**src/rtl/panel_shifter.sv**
```systemverilog
// Purpose: scan driver for a HUB75-style LED panel; fetches pixels and shifts them out row by row.
// Latency: rd_addr -> rgb 2 cycles; outputs are registered and trail the internal FSM by one cycle.
// Backpressure: none; free-running once enabled, en is only consulted when a new row is about to start.
//
// Ports:
//   clk_in, rst_in     sole clock; synchronous active-high reset
//   en                 scan enable, sampled at IDLE and at the end of each row
//   rd_addr            frame-buffer read address {row, col}
//   pix_data           {r1,g1,b1,r2,g2,b2}, valid one cycle after rd_addr
//   rgb, sclk, lat     panel colour lines, shift clock, latch
//   oe_n, mux          panel output enable (active low), row address
//   frame_start        one-cycle pulse at the start of row 0 shifting
module panel_shifter #(
    parameter int COL_BITS    = 6,
    parameter int ROW_BITS    = 4,
    parameter int HOLD_CYCLES = 0
) (
    input  logic                         clk_in,
    input  logic                         rst_in,
    input  logic                         en,
    output logic [ROW_BITS+COL_BITS-1:0] rd_addr,
    input  logic [5:0]                   pix_data,
    output logic [5:0]                   rgb,
    output logic                         sclk,
    output logic                         lat,
    output logic                         oe_n,
    output logic [ROW_BITS-1:0]          mux,
    output logic                         frame_start
);
    localparam int HOLD_W = (HOLD_CYCLES > 1) ? $clog2(HOLD_CYCLES) : 1;
    localparam logic [HOLD_W-1:0] HOLD_LAST = HOLD_W'((HOLD_CYCLES > 0) ? HOLD_CYCLES - 1 : 0);

    typedef enum logic [2:0] {IDLE, SHIFT, BLANK, LATCH, HOLD} state_t;

    state_t              state;
    logic [COL_BITS-1:0] col;        // slot index within the row, wraps to 0 entering the extra slot
    logic                tail;       // set during the extra slot COLS that only clocks out the last pixel
    logic                ph;         // 0 = fetch phase, 1 = shift-clock phase (also counts BLANK cycles)
    logic [ROW_BITS-1:0] shift_row;
    logic [HOLD_W-1:0]   hold_cnt;
    logic                latched;    // panel holds real data, so lighting it is allowed

    logic in_shift;
    logic clk_slot;                  // slots 1..COLS carry a shift-clock edge

    assign in_shift = (state == SHIFT);
    assign clk_slot = (col != '0) || tail;

    always_ff @(posedge clk_in) begin
        if (rst_in) begin
            state       <= IDLE;
            col         <= '0;
            tail        <= 1'b0;
            ph          <= 1'b0;
            shift_row   <= '0;
            hold_cnt    <= '0;
            latched     <= 1'b0;
            rd_addr     <= '0;
            rgb         <= '0;
            sclk        <= 1'b0;
            lat         <= 1'b0;
            oe_n        <= 1'b1;
            mux         <= '0;
            frame_start <= 1'b0;
        end else begin
            // Pins describe the cycle the FSM is in now, so they appear one cycle later.
            sclk        <= in_shift && ph && clk_slot;
            lat         <= (state == LATCH);
            oe_n        <= !(latched && (in_shift || state == HOLD));
            frame_start <= in_shift && !ph && !tail && (col == '0) && (shift_row == '0);

            // In the extra slot the address simply holds its last value.
            if (in_shift && !ph && !tail) begin
                rd_addr <= {shift_row, col};
            end
            // pix_data seen here answers the fetch of the previous slot.
            if (in_shift && !ph && clk_slot) begin
                rgb <= pix_data;
            end
            if (state == LATCH) begin
                mux <= shift_row;
            end else if (state == IDLE) begin
                mux <= '0;
            end

            case (state)
                IDLE: begin
                    shift_row <= '0;
                    latched   <= 1'b0;
                    if (en) begin
                        state <= SHIFT;
                        col   <= '0;
                        tail  <= 1'b0;
                        ph    <= 1'b0;
                    end
                end
                SHIFT: begin
                    ph <= !ph;
                    if (ph) begin
                        if (tail) begin
                            state <= BLANK;
                            tail  <= 1'b0;
                        end else begin
                            col <= col + 1'b1;
                            if (col == '1) begin
                                tail <= 1'b1;
                            end
                        end
                    end
                end
                BLANK: begin
                    // Two cycles: ph goes 0 -> 1 -> back to 0 ready for the next row.
                    ph <= !ph;
                    if (ph) begin
                        state <= LATCH;
                    end
                end
                LATCH: begin
                    latched   <= 1'b1;
                    shift_row <= shift_row + 1'b1;
                    if (HOLD_CYCLES > 0) begin
                        state    <= HOLD;
                        hold_cnt <= '0;
                    end else if (en) begin
                        state <= SHIFT;
                    end else begin
                        state     <= IDLE;
                        shift_row <= '0;
                        latched   <= 1'b0;
                    end
                end
                HOLD: begin
                    hold_cnt <= hold_cnt + 1'b1;
                    if (hold_cnt == HOLD_LAST) begin
                        hold_cnt <= '0;
                        if (en) begin
                            state <= SHIFT;
                        end else begin
                            state     <= IDLE;
                            shift_row <= '0;
                            latched   <= 1'b0;
                        end
                    end
                end
                default: state <= IDLE;
            endcase
        end
    end
endmodule

```
**config.mk**
```make
export PLATFORM = sky130hd
export DESIGN_NAME = panel_shifter
export DESIGN_NICKNAME = d
export VERILOG_FILES = /design/src/rtl/panel_shifter.sv
export SDC_FILE = /design/constraint.sdc
export NUM_CORES = 1
export LEC_CHECK = 0
export CORE_ASPECT_RATIO = 1.25
export CORE_MARGIN = 1
export CORE_UTILIZATION = 46
export DETAILED_ROUTE_END_ITERATION = 7
export PLACE_DENSITY = 0.84
export SKIP_CTS_REPAIR_TIMING = 1
export SLEW_MARGIN = 25
export SYNTH_ARGS = -nofsm -noshare
export SYNTH_HDL_FRONTEND = slang
export SYNTH_SLANG_ARGS = --single-unit
```
**constraint.sdc**
```tcl
create_clock -name clk_in -period 1.9 [get_ports clk_in]
set_input_delay 0.19 -clock clk_in [delete_from_list [all_inputs] [get_ports clk_in]]
set_output_delay 0.19 -clock clk_in [all_outputs]
set_load 0.1 [all_outputs]
```
## Word-level counts from Yosys, hierarchy flattened

Index checks and enable logic that the tools add are counted.

| storage, ports and cells | value |
|---|---|
| bits in registers | 41 |
| output and inout port bits | 24 |
| input port bits | 9 |

| cells by class | value |
|---|---|
| eq/ne operators | 12 |
| reductions and logical operators | 27 |
| mux-type cells | 28 |
| add/subtract/negate cells | 3 |

Operators by type and width:

| operator | number |
|---|---|
| $mux 4 | 5 |
| $mux 6 | 3 |
| $mux 3 | 5 |
| $pmux 3 s5 | 1 |
| $ne 2x2->1 const B | 7 |
| $pmux 4 s3 | 1 |
| $pmux 6 s2 | 1 |
| $mux 1 | 9 |
| $logic_and 1x1->1 | 8 |
| $add 6x1->6 const B | 1 |
| $eq 3x2->1 const B | 2 |
| $eq 6x6->1 const B | 1 |
| $logic_not 6->1 | 1 |
| $reduce_and 3->1 | 2 |
| $reduce_bool 2->1 | 3 |
| $reduce_bool 6->1 | 1 |
| $reduce_and 5->1 | 1 |
| $add 4x1->4 const B | 1 |
| $logic_not 4->1 | 1 |
| $pmux 1 s2 | 2 |
| $reduce_and 4->1 | 1 |
| $eq 3x1->1 const B | 1 |
| $eq 3x3->1 const B | 1 |
| $logic_not 1->1 | 3 |
| other kinds (7) | 8 |

## Logic depth before layout (Yosys ltp)

Gate-level depths: netlist of the first run.

| depth | value |
|---|---|
| depth in word-level cells | 5 |
| gate-level depth with buffers | 7 |
| mapped depth without buffers | 6 |

## Least setup slack after synthesis of the first run

No wires, ideal clock.

| timing path | value |
|---|---|
| path kind | register to register |
| start | register state[1] |
| end | register col[3] |
| arrival | 1.863 ns |
| setup time | 0.086 ns |
| required time | 1.814 ns |
| slack | -0.049 ns |
| stages on the path, launching flop included | 8 |
| path buffers | 1 |
| cells stage by stage | dfxtp_1 inv_1 ha_1 nand2b_1 a211o_1 buf_2 or3_1 a211oi_1 |

| between the ends | value |
|---|---|
| cells in the longest elaborated chain, start to end | 3 |
| elaborated cells on any way between the ends | 8 |

RTL lines:

| element | line | text |
|---|---|---|
| from (decl) | 35 | `state_t state;` |
| from (signal assigned) | 51 | `state <= IDLE;` |
| from (signal assigned) | 91 | `state <= SHIFT;` |
| from (signal assigned) | 101 | `state <= BLANK;` |
| $eq 3x1->1 or $logic_not 3->1 (tied branches) | 86 | `case (state)` |
| $ne 2x2->1 (no line) or $reduce_bool 2->1 (tied branches) | - |  |
| $reduce_and 4->1 (no line) | - |  |
| to (signal assigned) | 104 | `col <= col + 1'b1;` |
| to (decl) | 36 | `logic [COL_BITS-1:0] col;` |

Several ways; a longest one is shown, not always the timed one.
A chain may end at the register's enable or synchronous reset.

## Worst setup path after layout of the first run

| timing path | value |
|---|---|
| start | register state[0] |
| end | register col[3] |

Same word-level chain as after synthesis.

==> results.json, run 1 <==
{
  "violations": "DRC",
  "die-width_um": 57.1,
  "synth.distinct_cells": 31,
  "clock_skew_ps": 7.59,
  "antenna_found_initial": 0,
  "cp-end-kind": "flip-flop",
  "yosys_warnings": 0,
  "netlist_area_um2": 1750,
  "min_from": "latched",
  "cts_tree": "done",
  "rsz0062_at_grt": "yes",
  "holdPathEnd": "oe_n",
  "grt_overflow": 0,
  "insertion_delay_ps": 300,
  "crit_required_ps": 2120,
  "powerDensity_nw_per_um2": 1120,
  "netlist_top_cells_area": "dfxtp_1, ha_1, a21oi_1, nor2_1, mux2i_1",
  "via_per_inst": 5.41,
  "power.total_mw": 2.58,
  "wl_per_cell_um": 13.1,
  "yosysTopAreaCellShare_pct": 44.7,
  "stdcell_count": 291,
  "critPathMaxStageDelay_ps": 380,
  "worstSetupStartpointType": "flip-flop",
  "clkSlewWorstSetupHoldPaths_ps": 80,
  "max_cap_viol_count": 0,
  "regArea_um2": 786,
  "grt_pass1_wl_um": 6580,
  "synth_seq_cells": 39,
  "top_layer": "met4",
  "antenna_cells": 0,
  "synthCells": 205,
  "status": "finished with violations",
  "tightest_slew_ps": 627,
  "multi_input_area_um2": 940,
  "drc": 6,
  "r2r_cells": 7,
  "synth_fp_nets": 226,
  "avgSynthCellArea_um2": 8.53,
  "cts-root-buf": "clkbuf_8",
  "die_h_um": 70.9,
  "seq_area_frac_synth_pct": 44.7,
  "vias": 1575,
  "crit_fanout": 10,
  "fin_ws_ps": 69.9,
  "nNetsFinal": 272,
  "cts_made_buffers": 5,
  "vdd_drop_max_v": 0.000684,
  "slew_violations": 0,
  "final_hold_viol_count": 0,
  "final_common_cell": "buf_4",
  "synth_area_leader_cell": "dfxtp_1",
  "dp.cells": 283,
  "grt_pass1_vias": 1515,
  "rows": 24,
  "place_congestion": 0.856,
  "hpwl_um": 2700,
  "p_leak_nw": 0.918,
  "cts_sinks": 39,
  "grt_max_degree": 16,
  "crit_arrival_ps": 2050,
  "crit_chain": "inv_2 -> ha_1 -> nor2b_1 -> a211o_1 -> buf_4 -> or3_4 -> a211oi_2",
  "rr_startpoint": "state[0]",
  "r2r_end": "col[3]",
  "area_growth_pct": 32.1,
  "dr_wl_met2_um": 1920,
  "criticalPathCategory": "flip-flop to flip-flop",
  "drtIter0Drc": 57,
  "rrSetupSlack_ps": 70,
  "drive_gt1_share_pct": 24.6,
  "fillers": 307,
  "period_needed_ps": 1830,
  "finalSetupViolCount": 0,
  "top_level_ports": 33,
  "core-area_um2": 3570,
  "dr_wl_met3_um": 132,
  "critPathSlowestCell": "dfxtp_4",
  "worstHoldPathType": "flip-flop to flip-flop",
  "numPortBuffers": 32,
  "dr.pass1.iters": 6,
  "cts.path.max_buffers": 2,
  "final_cell_mix": "buf_4, dfxtp_1, nor2_1, nand2_1, a21oi_1",
  "cts_max_level": 2,
  "relSlewSlack_pct": 57.9,
  "min_path_cells": 1,
  "routed_wl_um": 3820,
  "wl_met1_um": 1670,
  "start_util_pct": 48.9,
  "track_usage_pct": 21.3,
  "die-area_um2": 4050,
  "antenna_left": 0,
  "period_share_pct": 96.3,
  "fmax_mhz": 546,
  "place_ws_ps": -10.6
}
[registers in the layout, indices dropped and copies added (netlist names), 2 cells and up]
name	cells
shift_row	4
state	2
rd_addr	10
rgb	6
col	6
mux	4
[synthesized netlist by cell type]
cell type,count
nor4_1,1
clkbuf_1,9
o21ai_1,3
o21ai_0,12
a211o_1,1
a21oi_1,22
buf_2,1
o31ai_1,1
nor2b_1,5
xor2_1,1
or2_0,1
a2111o_1,1
dfxtp_1,39
nand2_1,22
nor3_1,6
or4_1,1
ha_1,12
a211oi_1,5
a31oi_2,1
or4b_1,2
a22oi_1,1
nand4b_1,1
or3_1,3
inv_1,9
nor3b_1,1
nand3_1,4
nor4b_1,1
nand3b_1,2
nor2_1,25
nand2b_1,3
mux2i_1,9
[power breakdown]
part           switching, mW  leakage, nW  internal (mW)
sequential            0.0432        0.316          0.868
combinational          0.581        0.544          0.395
clock                  0.302       0.0581          0.391
[metrics by stage]
stage | cell area (um^2) | utilization, % | hold slack, ps | setup TNS [ps]
after floorplan | 1750 | - | 337 | 0
after global placement | 2150 | 60.2 | 401 | 0
after detailed placement | 2150 | 60.2 | 404 | -10.6
after CTS | 2260 | 63.3 | 421 | -6.96
after global routing | 2310 | 64.6 | 455 | -60.7
final | 2310 | 64.6 | 425 | 0
[worst max-delay path: cells and delay by family (launching register included)]
kind / cells / cell delay (ps)
compound gates: 2 / 450
fa+ha+maj: 1 / 190
buf+inv: 2 / 220
flops: 1 / 380
simple gates: 2 / 510
[metal layers]
metal / up-vias / track usage (%)
li1: 795 / -
met1: 740 / 23.7
met2: 32 / 36.3
met3: 8 / 6.58
met4: 0 / 10.6
met5: - / 0
[cell type report]
| type | count | area share [%] |
|---|---|---|
| multi-input combinational | 147 | 40.7 |
| sequential | 39 | 34.0 |
| timing repair buffer | 49 | 16.8 |
| clock buffer | 5 | 2.98 |
| tap | 39 | 2.11 |
| clock inverter | 3 | 1.90 |
| inverter | 9 | 1.46 |
[cells by family (layout without fill, tap and decap cells)]
group | count (synthesis) | after routing | synth area share (%)
DFF | 39 | 39 | 44.7
buffers and inverters | 19 | 66 | 4.15
AOI/OAI and AO/OA | 47 | 47 | 15.5
adders and majority gates | 12 | 12 | 8.59
and+or+nand+nor | 78 | 78 | 21.5
xor gates and xnor gates | 1 | 1 | 0.501
muxes | 9 | 9 | 5.15
[how the worst max path moves through the flow]
stage	from	depth (start not counted)	endpoint	slack (ps)
6_report	state[0]	7	col[3]	70
5_1_grt	state[0]	7	col[3]	-20
4_1_cts	state[1]	7	col[3]	-7
3_5_place_dp	en	6	col[3]	-10
3_3_place_gp	en	6	col[4]	30
2_1_floorplan	state[0]	7	col[3]	30
Note: power is estimated with default switching activity, not from simulation.
==> run 2, diff against run 1 <==
--- a/config.mk
+++ b/config.mk
@@ -7,9 +7,10 @@
 export LEC_CHECK = 0
 export CORE_ASPECT_RATIO = 1.25
 export CORE_MARGIN = 1
-export CORE_UTILIZATION = 46
+export CORE_UTILIZATION = 40
+export CTS_BUF_LIST = sky130_fd_sc_hd__clkbuf_8
 export DETAILED_ROUTE_END_ITERATION = 7
-export PLACE_DENSITY = 0.84
+export PLACE_DENSITY = 0.75
 export SKIP_CTS_REPAIR_TIMING = 1
 export SLEW_MARGIN = 25
 export SYNTH_ARGS = -nofsm -noshare
==> results.json, run 2 (same netlist as run 1, synthesis figures left out) <==
{
  "tightest_slew_ps": 618,
  "numPortBuffers": 32,
  "stdcell_count": 312,
  "wl_per_cell_um": 11.9,
  "rows": 26,
  "antenna_left": 0,
  "crit_fanout": 7,
  "crit_start": "state[0]",
  "regMostFlops": "rd_addr",
  "final_hold_viol_count": 0,
  "grt_pass1_vias": 1430,
  "r2r_end": "col[4]",
  "endpoint": "col[4]",
  "drtIter0Drc": 66,
  "cts_made_buffers": 5,
  "cts_max_level": 2,
  "final_common_cell": "buf_4",
  "whs_ps": 417,
  "r2r_cells": 7,
  "grt_max_degree": 17,
  "hpwl_um": 2670,
  "die_h_um": 75.9,
  "antenna_cells": 0,
  "via_per_inst": 4.97,
  "fillers": 389,
  "postLayoutCoreUtil_pct": 56.8,
  "place_congestion": 0.873,
  "largest_register_ffs": 10,
  "finalSetupViolCount": 0,
  "clock_skew_ps": 7.13,
  "period_needed_ps": 1830,
  "die-area_um2": 4640,
  "multi_input_area_um2": 946,
  "relSlewSlack_pct": 58.5,
  "routed_wl_um": 3720,
  "reg_top3": "rd_addr (10), col (6), rgb (6)",
  "regArea_um2": 786,
  "status": "complete, no violations",
  "nNetsFinal": 276,
  "cts-root-buf": "clkbuf_8",
  "insertion_delay_ps": 300,
  "grt_overflow": 0,
  "grt_pass1_wl_um": 6350,
  "crit_arrival_ps": 2050,
  "rrSetupSlack_ps": 70,
  "drive_gt1_share_pct": 26.2,
  "cts_tree": "done",
  "fmax_mhz": 547,
  "criticalPathCategory": "flip-flop to flip-flop",
  "cts_sinks": 39,
  "rr_startpoint": "state[0]",
  "dp.cells": 302,
  "crit_required_ps": 2120,
  "p_leak_nw": 0.925,
  "drc": 0,
  "slew_violations": 0,
  "powerDensity_nw_per_um2": 1080,
  "top_level_ports": 33,
  "period_share_pct": 96.3,
  "vdd_drop_max_v": 0.000620,
  "area_growth_pct": 34.2,
  "die-width_um": 61.1,
  "dr.pass1.iters": 4,
  "start_util_pct": 42.3,
  "clkSlewWorstSetupHoldPaths_ps": 80,
  "cp-end-kind": "flip-flop",
  "max_cap_viol_count": 0,
  "antenna_found_initial": 0,
  "track_usage_pct": 17.9,
  "core-area_um2": 4130,
  "cts.path.max_buffers": 2,
  "final_cell_mix": "buf_4, dfxtp_1, nor2_1, nand2_1, a21oi_1",
  "worstSetupStartpointType": "flip-flop",
  "vias": 1552,
  "worstHoldPathType": "flip-flop to flip-flop",
  "rsz0062_at_grt": "no",
  "power.total_mw": 2.52
}
run 2: changes by cell type in the layout (fill, tap and decap cells not counted):
cell        before  now
or4_1            1    0
clkinv_4         1    0
a211oi_2         2    3
or4_4            0    1
buf_4           41   44
ha_2             2    1
bufinv_16        1    0
buf_6            0    1
clkinvlp_4       0    2
a211oi_1         3    2
ha_1             9   10
run 2: where the power goes:
group          internal, mW  leakage (nW)  switching, mW
Sequential            0.868         0.316         0.0415
Clock                 0.255        0.0402          0.298
Combinational         0.462         0.569          0.597
Total                  1.59         0.925          0.936
run 2: how the worst min path moves through the flow:
stage                           start  endpoint  slack [ps]  cells after the start
after floorplan           pix_data[0]    rgb[0]         340                      2
after global placement        latched      oe_n         400                      1
after detailed placement      latched      oe_n         400                      1
after CTS                     latched      oe_n         420                      1
after global routing          latched      oe_n         430                      1
final                         latched      oe_n         420                      1
run 2: routing by layer:
layer	GRT usage, %	up-vias	share of wire (%)	routed length [um]
met5	0	-	0	0
met4	8.86	0	2.3	85
met3	3.58	8	2.4	91
met2	28.3	29	50	1880
met1	22.4	716	45	1670
li1	-	799	-	-
run 2: final cells by class:
class / instances / area share [%]
Tap cell: 56 / 2.99
Multi-Input combinational cell: 147 / 40.3
Timing Repair Buffer: 53 / 18.0
Sequential cell: 39 / 33.5
Clock buffer: 5 / 2.93
Clock inverter: 3 / 0.853
Inverter: 9 / 1.44
run 2: per-stage QoR:
step / setup TNS, ps / area [um^2] / setup WS, ps
2_1_floorplan: 0 / 1750 / 29.0
3_3_place_gp: 0 / 2190 / 41.1
3_5_place_dp: 0 / 2190 / 24.7
4_1_cts: -15.1 / 2270 / -15.1
5_1_grt: 0 / 2350 / 2.10
6_report: 0 / 2350 / 70.5
run 2: worst max-delay path, cell delays in order, from the launching register on:
cell and delay, ps:
dfxtp_4 380, inv_2 50, ha_2 170, nor2b_1 140, a211o_1 300, buf_6 140
or3_4 360, a211oi_2 200
